==> src/rtl/stream_mux_rr.sv <==
// stream_mux_rr: N-channel, W-bit stream multiplexer with one registered
// output stage.
//
// Arbitration modes:
//   mode=0  round-robin. The search starts at the rotating pointer and wraps.
//   mode=1  fixed select. Channel sel is granted if it is valid. A sel value
//           of N or more grants nothing.
//
// Optional build macro STREAM_MUX_PKT_LOCK_EN adds the in_last and out_last
// ports. When enabled, a beat accepted with in_last=0 locks the grant to its
// channel until that channel's last beat is accepted.
//
// Ports:
//   clk, rst     rising-edge clock, asynchronous active-high reset
//   in_data      N*W packed channel data; channel i is in [i*W +: W]
//   in_valid     per-channel valid
//   in_ready     per-channel accept; one-hot or zero; held at zero during rst
//   mode, sel    arbitration mode and fixed-mode channel
//   out_data     registered data of the selected channel
//   out_ch       index of the channel that produced out_data
//   out_valid    output register holds a beat
//   out_ready    downstream accept
//   in_last      (lock build only) per-channel end-of-packet marker
//   out_last     (lock build only) registered end-of-packet marker
module stream_mux_rr #(
    parameter int N = 4,
    parameter int W = 8,
    localparam int SW = $clog2(N)
) (
    input  logic            clk,
    input  logic            rst,
    input  logic [N*W-1:0]  in_data,
    input  logic [N-1:0]    in_valid,
    output logic [N-1:0]    in_ready,
    input  logic            mode,
    input  logic [SW-1:0]   sel,
    output logic [W-1:0]    out_data,
    output logic [SW-1:0]   out_ch,
    output logic            out_valid,
    input  logic            out_ready
`ifdef STREAM_MUX_PKT_LOCK_EN
    ,
    input  logic [N-1:0]    in_last,
    output logic            out_last
`endif
);

    logic [SW-1:0] ptr;
    logic [SW-1:0] gnt;
    logic [SW-1:0] ptr_next;
    logic          gnt_vld;
    logic          free;
    logic          fire;

`ifdef STREAM_MUX_PKT_LOCK_EN
    logic          locked;
    logic [SW-1:0] lock_ch;
`endif

    always_comb begin : grant_sel
        int unsigned idx;
        gnt     = '0;
        gnt_vld = 1'b0;
        idx     = 0;
`ifdef STREAM_MUX_PKT_LOCK_EN
        // A held lock overrides both arbitration modes.
        if (locked) begin
            gnt     = lock_ch;
            gnt_vld = in_valid[lock_ch];
        end else
`endif
        if (mode) begin
            if (int'(sel) < N) begin
                if (in_valid[sel]) begin
                    gnt     = sel;
                    gnt_vld = 1'b1;
                end
            end
        end else begin
            // The first valid channel at or after ptr wins. The search wraps
            // from N-1 to 0.
            for (int unsigned k = 0; k < unsigned'(N); k++) begin
                idx = 32'(ptr) + k;
                if (idx >= unsigned'(N)) begin
                    idx = idx - unsigned'(N);
                end
                if (!gnt_vld && in_valid[idx]) begin
                    gnt     = SW'(idx);
                    gnt_vld = 1'b1;
                end
            end
        end
    end

    always_comb begin
        free     = !out_valid || out_ready;
        fire     = gnt_vld && free;
        ptr_next = (gnt == SW'(N - 1)) ? '0 : gnt + 1'b1;
        in_ready = '0;
        if (fire && !rst) begin
            in_ready[gnt] = 1'b1;
        end
    end

    always_ff @(posedge clk or posedge rst) begin
        if (rst) begin
            out_valid <= 1'b0;
            out_data  <= '0;
            out_ch    <= '0;
            ptr       <= '0;
`ifdef STREAM_MUX_PKT_LOCK_EN
            out_last  <= 1'b0;
            locked    <= 1'b0;
            lock_ch   <= '0;
`endif
        end else if (fire) begin
            out_valid <= 1'b1;
            out_data  <= in_data[gnt*W +: W];
            out_ch    <= gnt;
            ptr       <= ptr_next;
`ifdef STREAM_MUX_PKT_LOCK_EN
            out_last  <= in_last[gnt];
            locked    <= !in_last[gnt];
            lock_ch   <= gnt;
`endif
        end else if (out_ready) begin
            out_valid <= 1'b0;
        end
    end

endmodule

==> config.mk <==
export PLATFORM = sky130hd
export DESIGN_NAME = stream_mux_rr
export DESIGN_NICKNAME = d
export VERILOG_FILES = /design/src/rtl/stream_mux_rr.sv
export SDC_FILE = /design/constraint.sdc
export NUM_CORES = 1
export LEC_CHECK = 0
export CORE_MARGIN = 2
export CORE_UTILIZATION = 47
export CTS_BUF_LIST = sky130_fd_sc_hd__clkbuf_8
export DETAILED_ROUTE_END_ITERATION = 6
export HOLD_SLACK_MARGIN = 0.08
export PLACE_DENSITY = 0.84
export RECOVER_POWER = 25
export SYNTH_ARGS = -nofsm -noshare
export SYNTH_HDL_FRONTEND = slang
export SYNTH_SLANG_ARGS = --single-unit
==> constraint.sdc <==
create_clock -name clk -period 3.2 [get_ports clk]
set_input_delay 0.64 -clock clk [delete_from_list [all_inputs] [get_ports clk]]
set_output_delay 0.64 -clock clk [all_outputs]
set_load 0.1 [all_outputs]
==> flow_summary.ini, run 1 <==
[global_route]
grt_use_total = 0.276
grt_pass1_wl_um = 7970
antenna_found_initial = 0
grt_max_degree = 18
grt_overflow = 0
grt_pass1_vias = 1675

[worst_setup_path]
crit_slowest_cell = nor4bb_1
crit_type = in -> out
cp_cell_sequence = dlygate4sd2_1 -> nor4bb_1 -> o21a_1 -> o31ai_1 -> buf_4 -> buf_4 -> ha_1 -> and2_2 -> buf_12
cpMostUsedCell = buf_4
arrival_ps = 2450
end_kind = output port
cpPeakStageDelay_ps = 420
required_ps = 2560
cp-start-kind = input port
crit_fanout = 8

[drt]
postRouteAntennaNets = 0
viasPerCell = 6.21
post_drt_wl_per_cell_um = 16.6
wirelength_um = 5130
vias = 1919
initialDrtViolationCount = 225
drtPass1Iterations = 5
drc_errors = 0

[sta]
fin_skew_ps = 3.99
fmax_ghz = 0.323
setup_violations = 0
fin_crit_sh = 0.967
hold_viol = 0
period_needed_ps = 3090
maxSlewHeadroom = 0.604
fin_ws_ps = 106
maxSlewViolCount = 0
worst_pin_slew_ps = 579
rsz0062_at_grt = no

[logic_synthesis]
synth_edf_count = 0
ys.flop_type = dfrtp_1
synth_top_cell_by_area = dfrtp_1
synth_top_area_frac = 0.205
yosys-top-cells-area = dfrtp_1, a2111oi_0, o32ai_1
syn-cell-area_um2 = 1580
syn_nets = 247
synth_cell_types = 39
yosysSeqAreaShare = 0.205
async_flop_share = 1.00
ys_ff_latch = 13
ys_warn_count = 0
syn_avg_cell_area_um2 = 7.88
synthCells = 201

[power_and_ir_drop]
p_per_area_nw_per_um2 = 601
ir_drop_uv = 593
leakagePower_nw = 0.957
finalPower_mw = 1.40

[status]
outcome = complete, no violations

[clock_tree]
cts_tree = done
cts_made_buffers = 3
clk_path_buf_depth = 2
cts-root-buf = clkbuf_8
post_cts_buffers = 0
insertion_delay_ps = 250
cts_num_sinks = 13
cts_max_level = 1
clkTransAtPathRegs_ps = 50

[placement]
placed_area_um2 = 2280
hpwlAfterDp_um = 3650
place_congestion = 0.876
place_ws_ps = -148
port_buffers = 56

[finish]
antenna_cells = 0
layout-drive-gt1-share = 0.243
final_cell_area_um2 = 2320
fill_cells = 264
area_growth_syn_to_layout_pct = 46.6
finalNetCount = 310

[floorplanning]
coreArea_um2 = 3280
fp.dieW_um = 62.1
dieArea_um2 = 3850
die-height_um = 62.1
ios = 57
start_util = 0.482
rows = 21

[min_path]
hp-class = reg -> reg

[flow_run]
drv_cap = 0
## worst max-delay path: cells and delay by family
kind / cells / cell delay [ps]
AO/OA/AOI/OAI: 2 / 260
adder cells (fa/ha/maj): 1 / 160
buffers and inverters: 4 / 780
AND/OR/NAND/NOR: 2 / 600
## cell usage in the layout, fill, tap and decap left out, drive strengths merged, types with 2 or more instances in the layout
| cell type | synthesis | final |
|---|---|---|
| buf | 9 | 38 |
| clkdlybuf4s50 | 0 | 35 |
| inv | 20 | 21 |
| o21ai | 18 | 18 |
| a21oi | 16 | 16 |
| a2111oi | 16 | 16 |
| o32ai | 16 | 16 |
| nor3 | 16 | 16 |
| nand2 | 14 | 14 |
| dfrtp | 13 | 13 |
| o221ai | 8 | 8 |
| dlygate4sd2 | 0 | 5 |
| nand2b | 5 | 5 |
| and2 | 5 | 5 |
| mux2 | 4 | 4 |
| ha | 4 | 4 |
| nor2 | 3 | 3 |
| clkbuf | 12 | 3 |
| nor4bb | 2 | 2 |
| mux2i | 2 | 2 |
| nor2b | 2 | 2 |
| o31ai | 2 | 2 |
## repair_timing
action	4_1_cts	5_1_grt
hold buffers	0	0
endpoints found under the setup margin	4	0
gates resized for setup	8	0
## registers in the layout (all words and copies together), names as in the netlist
register,count
out_ch,2
out_data,8
out_valid,1
ptr,2
## Yosys cell counts, types with 2 or more instances
cell type	n
a2111oi_0	16
a21oi_1	16
and2_1	5
buf_2	4
buf_4	2
buf_6	3
clkbuf_1	12
dfrtp_1	13
ha_1	4
inv_1	20
mux2_2	4
mux2i_1	2
nand2_1	14
nand2b_1	4
nor2_1	3
nor2b_1	2
nor3_1	16
nor4bb_1	2
o21ai_0	16
o21ai_1	2
o221ai_2	8
o32ai_1	16
## logic make-up after synthesis
| logic type | share of synthesized area |
|---|---|
| AOI/OAI and AO/OA | 0.427 |
| adders and majority gates | 0.0316 |
| buffers and inverters | 0.122 |
| DFF | 0.205 |
| muxes | 0.0411 |
| and+or+nand+nor | 0.174 |
## final cells by class
type	count	area, um^2	share of cell area
Tap cell	46	57.6	0.0248
Inverter	21	78.8	0.0339
Clock buffer	3	41.3	0.0178
Multi-Input combinational cell	146	1070	0.462
Sequential cell	13	325	0.140
Clock inverter	1	3.75	0.00162
Timing Repair Buffer	79	743	0.320
## routing by layer
metal / up-vias / track usage / wire (um)
met5: - / 0 / 0
met3: 22 / 0.0228 / 410
met4: 0 / 0.100 / 144
met2: 112 / 0.469 / 2480
li1: 906 / - / -
met1: 879 / 0.366 / 2100
## stage by stage
| stage | TNS (ps) | hold slack [ps] | utilization | cells |
|---|---|---|---|---|
| floorplan | 0 | 512 | - | 201 |
| global placement | -437 | 474 | 0.694 | 305 |
| detailed placement | -498 | 481 | 0.694 | 305 |
| CTS | 0 | 504 | 0.707 | 309 |
| global route | 0 | 526 | 0.707 | 309 |
| finish | 0 | 500 | 0.707 | 309 |
## path summary, 6_finish.rpt
path	start	end	slack [ps]	cells after the start
worst min register to register	out_ch[1]	out_ch[1]	500	2
worst max-delay path	in_valid[1]	in_ready[3]	110	9
worst min-delay path	out_ch[1]	out_ch[1]	500	2
max in group asynchronous	rst	out_ch[0]	1990	2
worst max register to register	ptr[1]	out_data[5]	1070	5
min in group asynchronous	rst	out_data[6]	880	2
## power by group
group	total, mW	internal, mW	leakage [nW]	switching, mW
clock network	0.146	0.0849	0.0269	0.0612
logic	0.973	0.310	0.772	0.663
registers	0.276	0.222	0.158	0.0546
(Power assumes the default switching activity.)
==> inputs of run 2 (changes only) <==
--- a/config.mk
+++ b/config.mk
@@ -5,6 +5,7 @@
 export SDC_FILE = /design/constraint.sdc
 export NUM_CORES = 1
 export LEC_CHECK = 0
+export CORE_ASPECT_RATIO = 1.2
 export CORE_MARGIN = 2
 export CORE_UTILIZATION = 47
 export CTS_BUF_LIST = sky130_fd_sc_hd__clkbuf_8
==> flow_summary.ini, run 2 (same netlist as run 1, synthesis figures left out) <==
[worst_setup_path]
crit_type = in -> out
end_kind = output port
crit_fanout = 6
cp-start-kind = input port
arrival_ps = 2400
rrSetupSlack_ps = 1070
required_ps = 2560

[clock_tree]
cts_made_buffers = 3
cts_max_level = 1
clk_path_buf_depth = 2
cts-root-buf = clkbuf_8
cts_tree = done
cts_num_sinks = 13
clkTransAtPathRegs_ps = 50
insertion_delay_ps = 250

[power_and_ir_drop]
p_per_area_nw_per_um2 = 600
leakagePower_nw = 0.975
ir_drop_uv = 833

[drt]
drtPass1Iterations = 4
post_drt_wl_per_cell_um = 16.2
drc_errors = 0
postRouteAntennaNets = 0
wirelength_um = 4910
initialDrtViolationCount = 113
viasPerCell = 6.32
vias = 1915

[floorplanning]
rows = 23
coreArea_um2 = 3280
die-height_um = 67.6
dieArea_um2 = 3850
start_util = 0.483
ios = 57
fp.dieW_um = 57.0

[placement]
place_congestion = 0.849
hpwlAfterDp_um = 3530
port_buffers = 56
placed_area_um2 = 2280

[finish]
final_cell_area_um2 = 2350
multi_input_area_um2 = 1100
layout-drive-gt1-share = 0.278
top_regs = out_data: 8 flops, out_ch: 2 flops, ptr: 2 flops
final_common_cell = buf_4
seq_area_um2 = 325
final_core_util = 0.715
fill_cells = 261
antenna_cells = 0
finalNetCount = 313
largest_reg_flops = 8
top_register = out_data
area_growth_syn_to_layout_pct = 48.1
layout_common_cells = buf_4, clkdlybuf4s50_1, inv_1

[global_route]
antenna_found_initial = 0
grt_use_total = 0.265
grt_overflow = 0
grt_pass1_vias = 1824
grt_max_degree = 18
grt_pass1_wl_um = 8160

[sta]
fin_crit_sh = 0.949
worst_pin_slew_ps = 546
rsz0062_at_grt = no
fmax_ghz = 0.329
holdWs_ps = 493
maxSlewHeadroom = 0.636
maxSlewViolCount = 0
setup_tns_ps = 0
fin_skew_ps = 4.40
setup_violations = 0
period_needed_ps = 3040
hold_viol = 0

[flow_run]
drv_cap = 0

[status]
outcome = complete, no violations

[min_path]
hp-class = reg -> reg
## run 2: cell types whose count changed in the layout (fill, tap and decap cells not counted), moves of 2 or more
cell,change
clkbuf_2,+3
nor4bb_1,-2
buf_4,+3
nor4bb_2,+2
dlygate4sd2_1,-3
## run 2: stage by stage
step | std cells | worst slack, ps | power [mW]
after floorplan | 201 | 113 | 0.976
after global placement | 298 | -129 | 1.23
after detailed placement | 298 | -173 | 1.24
after CTS | 303 | 39.4 | 1.40
after global routing | 303 | 28.3 | 1.48
final | 303 | 163 | 1.41
## run 2: worst paths after layout
path                             start          end  cells after the start
max in group asynchronous          rst    out_ch[1]                      2
max reg2reg                     ptr[1]  out_data[2]                      5
max                               mode  in_ready[0]                      7
min reg2reg                out_data[5]  out_data[5]                      2
min                        out_data[5]  out_data[5]                      2
min in group asynchronous          rst       ptr[1]                      2
## run 2: report_power, final
part           internal (mW)  switching [mW]
combinational          0.316           0.661
clock                 0.0850          0.0636
sequential             0.222          0.0600
total                  0.623           0.784
## run 2: layout make-up
class | count | share of cell area
Tap cell | 37 | 0.0197
Timing Repair Buffer | 82 | 0.322
Inverter | 21 | 0.0336
Multi-Input combinational cell | 146 | 0.467
Clock buffer | 3 | 0.0176
Sequential cell | 13 | 0.139
Clock inverter | 1 | 0.00160
## run 2: per-layer routing
metal  vias up  track usage  wire length [um]
met5         -            0                 0
met4         0       0.0901                78
met3        10       0.0517               469
met2       105        0.470              2430
met1       890        0.321              1920
li1        910            -                 -
## run 2: critical path, stage by stage
cell and delay, ps:
clkdlybuf4s50_1 490, and2_1 220, a222oi_1 390, nand2b_4 210
nor2_1 60, and2_2 210, buf_12 160
## run 2: what timing repair did
item | 4_1_cts | 5_1_grt
endpoints found under the setup margin | 4 | 4
hold endpoints to repair | 0 | 0
cloned | 0 | 0
gates resized for setup | 9 | 9
hold buffers | 0 | 0
pin swaps | 1 | 1
setup buffers | 1 | 0
